[config.mk]
export PLATFORM = sky130hd
export DESIGN_NAME = fifo_wr_arbiter
export DESIGN_NICKNAME = d
export VERILOG_FILES = /design/src/rtl/fifo_arb_pkg.sv /design/src/rtl/fifo_rr_pick.sv /design/src/rtl/fifo_wr_arbiter.sv
export SDC_FILE = /design/constraint.sdc
export NUM_CORES = 1
export LEC_CHECK = 0
export BUFFER_PORTS_ARGS = -buffer_cell sky130_fd_sc_hd__buf_2
export CAP_MARGIN = 20
export CORE_AREA = 2 2 260 262
export DETAILED_ROUTE_END_ITERATION = 7
export DIE_AREA = 0 0 262 264
export PLACE_DENSITY = 0.33
export SYNTH_ARGS = -nofsm -noshare
export SYNTH_HDL_FRONTEND = slang
export SYNTH_SLANG_ARGS = --single-unit
[constraint.sdc]
create_clock -name clk -period 3.13 [get_ports clk]
set_input_delay 0.313 -clock clk [delete_from_list [all_inputs] [get_ports clk]]
set_output_delay 0.313 -clock clk [all_outputs]
set_load 0.005 [all_outputs]
[src/rtl/fifo_arb_pkg.sv]
// Shared types and helpers for the FIFO write-side arbiter and its pickers.
// Widths are derived here so the read-side scheduler can reuse them unchanged.
package fifo_arb_pkg;

    localparam logic [0:0] ST_IDLE  = 1'b0;
    localparam logic [0:0] ST_BURST = 1'b1;

    typedef enum logic [0:0] {
        IDLE  = ST_IDLE,
        BURST = ST_BURST
    } arb_state_e;

    // Bits needed to index n items; never narrower than one bit.
    function automatic int idx_width(input int n);
        return (n > 1) ? $clog2(n) : 1;
    endfunction

endpackage

[src/rtl/fifo_rr_pick.sv]
// Combinational rotating-priority picker: returns the first set request at or
// after rr_ptr, wrapping modulo NUM_REQ (works for non-power-of-two counts).
module fifo_rr_pick #(
    parameter int NUM_REQ = 4,
    parameter int PTR_W   = 2
) (
    input  logic [NUM_REQ-1:0] req,
    input  logic [PTR_W-1:0]   rr_ptr,
    output logic               found,
    output logic [PTR_W-1:0]   index
);

    always_comb begin
        logic [PTR_W:0] pos;
        found = 1'b0;
        index = '0;
        pos   = '0;
        for (int i = 0; i < NUM_REQ; i++) begin
            // One extra bit keeps rr_ptr + i from overflowing before the wrap.
            pos = {1'b0, rr_ptr} + (PTR_W+1)'(i);
            if (pos >= (PTR_W+1)'(NUM_REQ)) begin
                pos = pos - (PTR_W+1)'(NUM_REQ);
            end
            if (!found && req[pos[PTR_W-1:0]]) begin
                found = 1'b1;
                index = pos[PTR_W-1:0];
            end
        end
    end

endmodule

[src/rtl/fifo_wr_arbiter.sv]
// Round-robin, burst-locked arbiter sharing the FIFO write port among NUM_REQ
// producers; write enable and data are driven combinationally from the owner.
module fifo_wr_arbiter
    import fifo_arb_pkg::*;
#(
    parameter int NUM_REQ   = 4,
    parameter int DATA_W    = 128,
    parameter int MAX_BURST = 8
) (
    input  logic                        clk,
    input  logic                        rstn,
    input  logic [NUM_REQ-1:0]          i_req_valid,
    input  logic [NUM_REQ*DATA_W-1:0]   i_req_data,
    input  logic [NUM_REQ-1:0]          i_req_last,
    output logic [NUM_REQ-1:0]          o_req_ready,
    output logic                        o_fifo_wren,
    output logic [DATA_W-1:0]           o_fifo_wrdata,
    input  logic                        i_fifo_full,
    input  logic                        i_fifo_alm_full,
    output logic                        o_busy,
    output logic [$clog2(NUM_REQ)-1:0]  o_owner
);

    localparam int PTR_W = idx_width(NUM_REQ);
    localparam int CNT_W = idx_width(MAX_BURST + 1);
    localparam logic [CNT_W-1:0] LAST_BEAT = CNT_W'(MAX_BURST - 1);
    localparam logic [PTR_W-1:0] LAST_IDX  = PTR_W'(NUM_REQ - 1);

    arb_state_e        state;
    logic [PTR_W-1:0]  rr_ptr;
    logic [PTR_W-1:0]  owner;
    logic [CNT_W-1:0]  beat_cnt;

    logic              pick_found;
    logic [PTR_W-1:0]  pick_idx;
    logic              busy;
    logic              own_valid;
    logic              own_last;
    logic [DATA_W-1:0] own_data;
    logic              xfer;
    logic              burst_end;
    logic              grant;

    fifo_rr_pick #(
        .NUM_REQ (NUM_REQ),
        .PTR_W   (PTR_W)
    ) u_pick (
        .req    (i_req_valid),
        .rr_ptr (rr_ptr),
        .found  (pick_found),
        .index  (pick_idx)
    );

    assign busy      = (state == BURST);
    assign own_valid = i_req_valid[owner];
    assign own_last  = i_req_last[owner];
    assign own_data  = i_req_data[owner*DATA_W +: DATA_W];

    // Full is checked here rather than trusting the FIFO to drop the write.
    assign xfer      = busy && own_valid && !i_fifo_full;
    assign burst_end = xfer && (own_last || (beat_cnt == LAST_BEAT));
    assign grant     = (state == IDLE) && pick_found && !i_fifo_alm_full;

    always_comb begin
        o_req_ready = '0;
        if (busy && !i_fifo_full) begin
            o_req_ready[owner] = 1'b1;
        end
    end

    assign o_fifo_wren   = xfer;
    assign o_fifo_wrdata = busy ? own_data : '0;
    assign o_busy        = busy;
    assign o_owner       = owner;

    always_ff @(posedge clk) begin
        if (!rstn) begin
            state    <= IDLE;
            rr_ptr   <= '0;
            owner    <= '0;
            beat_cnt <= '0;
        end else begin
            case (state)
                IDLE: begin
                    if (grant) begin
                        owner    <= pick_idx;
                        beat_cnt <= '0;
                        state    <= BURST;
                    end
                end
                BURST: begin
                    if (xfer) begin
                        beat_cnt <= beat_cnt + 1'b1;
                    end
                    // An owner that stops sending keeps the grant until last or the cap.
                    if (burst_end) begin
                        state  <= IDLE;
                        rr_ptr <= (owner == LAST_IDX) ? '0 : owner + 1'b1;
                    end
                end
                default: state <= IDLE;
            endcase
        end
    end

endmodule

==> results.cfg <==
[clock_tree]
cts-root-buf = clkbuf_16
cts.reportedPaths.clkPinSlew_ps = 40
post-cts-setup-buffers = 0
htree_levels = 1
cts_buffers = 3
postCtsHoldBufs = 0
cts_resized = 0
cts_sinks = 9
cts_tree = yes
clockBufferDepth = 2
insertion_delay_ps = 240

[global_routing]
antenna_found_initial = 8
track_usage_pct = 9.97
grt_max_degree = 84
grt-ovfl-total = 0
grt_pass1_wl_um = 49100
grt_pass1_vias = 6988

[drt]
drtAntennaViolNets = 0
drc_errors = 0
wirelength_um = 37700
routed_via_density = 3.37
num_vias = 6334
routedWlPerCell_um = 20.1
drt_iter0_markers = 204
drt_pass1_iterations = 5

[synthesis]
synth_area_leader_cell = mux4_2
synth_nets = 900
syn_avg_cell_area_um2 = 12.3
synthTopCellsByArea = mux4_2 64%, and2_1 18%, dfxtp_1 4.0%
synth-seq-cells = 9
yosysWarnings = 0
synthCells = 371
ys_types = 28
synth_top_area_share_pct = 64.4
ys_seq_area_share_pct = 3.96
netlist_area_mm2 = 0.00455

[sta]
rsz0062_at_grt = no
period_minus_slack_ps = 2530
period_share_pct = 81.0
fin_tns_setup_ps = 0
setup_viol = 0
max-slew-margin-rel_pct = 57.4
max_freq_mhz = 395
hold_viol = 0
fin_skew_ps = 5.00
worstMarginPinSlew_ps = 637
slew_violations = 0

[min_path]
min_from = rstn
min_path_type = input port to register

[placed_design]
port_buffers = 659
place.gp.congestion = 0.946
dp.cells = 1874
dpl.hpwl_um = 33700

[critical_path]
slowest_stage = mux4_2
arrival_ps = 2220
cp_max_fo = 50
start_kind = register
cp_slowest_stage_delay_ps = 660
cp-startpoint = o_owner[0]
crit_required_ps = 2820
r2r-start = o_owner[0]
worstSetupEndpointType = output port
crit_chain = buf_12 -> mux4_2 -> and2_1 -> buf_2
crit_type = register to output port

[finish]
area_delta_synth_final_pct = 97.0
final_cells = 1881
final_nets = 1535
layout-drive-gt1-share_pct = 81.1

[die]
die_area_mm2 = 0.0692
ioPinCount = 660
fp.coreArea_mm2 = 0.0666
num_rows = 95
start_util_pct = 6.83
die_h_um = 264
die_x_um = 262

[power]
vdd_drop_max_uv = 175
p_leak_uw = 0.00419
p_per_area_mw_per_mm2 = 162

[run_status]
status = completed

[job]
drv_cap = 0
-- worst max-delay path: cells and delay by family (launching register included) --
kind                   cells  cell delay [ps]
muxes                      1              660
buffers and inverters      2              480
and+or+nand+nor            1              210
DFF                        1              560
-- through the flow --
step	cell area (um2)	utilization (%)	hold WS, ps	total power (uW)	setup WS, ps
after floorplan	4550	-	457	595	1320
after global placement	8870	13.3	478	1250	768
after detailed placement	8870	13.3	479	1260	748
after CTS	8950	13.5	428	1500	491
after global routing	8960	13.5	435	1570	452
final	8960	13.5	434	1450	596
-- cell families after synthesis --
| family | after synthesis | synth area share (%) |
|---|---|---|
| compound gates | 15 | 2.39 |
| buf+inv | 52 | 6.38 |
| simple gates | 157 | 20.9 |
| xor+xnor | 2 | 0.385 |
| mux | 131 | 64.6 |
| fa+ha+maj | 5 | 1.38 |
| flops | 9 | 3.96 |
-- per-layer routing --
| metal | global-route usage, % | vias to the layer above | routed length [um] |
|---|---|---|---|
| met5 | 0 | - | 24 |
| met4 | 2.53 | 4 | 995 |
| met3 | 2.70 | 32 | 3890 |
| met2 | 18.6 | 456 | 19000 |
| met1 | 11.0 | 3078 | 13800 |
| li1 | - | 2764 | - |
-- cells in the final DEF, fill, tap and decap left out, types with 2 or more instances in the layout --
master / instances
mux4_2: 130
inv_1: 6
dfxtp_4: 3
ha_1: 5
nor2_1: 4
o21ai_0: 3
dfxtp_1: 6
nand2_1: 6
clkbuf_16: 3
and2_1: 133
xor2_1: 2
buf_4: 12
diode_2: 3
nand2b_1: 2
buf_2: 659
a21boi_1: 4
a21oi_1: 3
nand3_1: 6
buf_12: 5
-- cell usage after synthesis --
cell / number
o31ai_1: 1
nor2b_1: 1
o21ai_0: 3
nor4_1: 1
or3_1: 1
mux2i_1: 1
clkbuf_1: 20
nand2_1: 6
a21boi_1: 4
and3_1: 1
nand2_2: 1
nand3_1: 6
a22o_1: 1
buf_6: 10
xor2_1: 2
inv_1: 6
a21oi_1: 3
nor2_1: 4
nand2b_1: 2
mux4_2: 130
buf_2: 16
a211o_1: 1
o211ai_2: 1
and2_1: 133
a2111o_1: 1
and3b_1: 1
ha_1: 5
dfxtp_1: 9
-- flip-flops by register name, indices dropped and copies added, names as in the netlist --
signal / flops
o_owner: 2
o_busy: 1
rr_ptr: 2
beat_cnt: 4
-- power breakdown --
part / internal [uW] / switching [uW]
clock network: 169 / 62.8
registers: 118 / 27.1
logic: 619 / 458
total: 906 / 548
-- path summary, 6_finish.rpt --
check	endpoint	slack [ps]	cells after the start
worst min register to register	beat_cnt[1]	490	2
worst max register to register	o_busy	1070	5
worst max-delay path	o_fifo_wrdata[40]	600	4
worst min-delay path	beat_cnt[3]	430	3
-- cell type report --
cell class	count	area (um2)
tap	873	1090
antenna	3	7.51
multi-input combinational	310	4080
fill	7695	57600
inverter	6	22.5
timing repair buffer	676	3490
sequential	9	191
clock buffer	3	75.1
clock inverter	1	5.00
(Power assumes the default switching activity.)
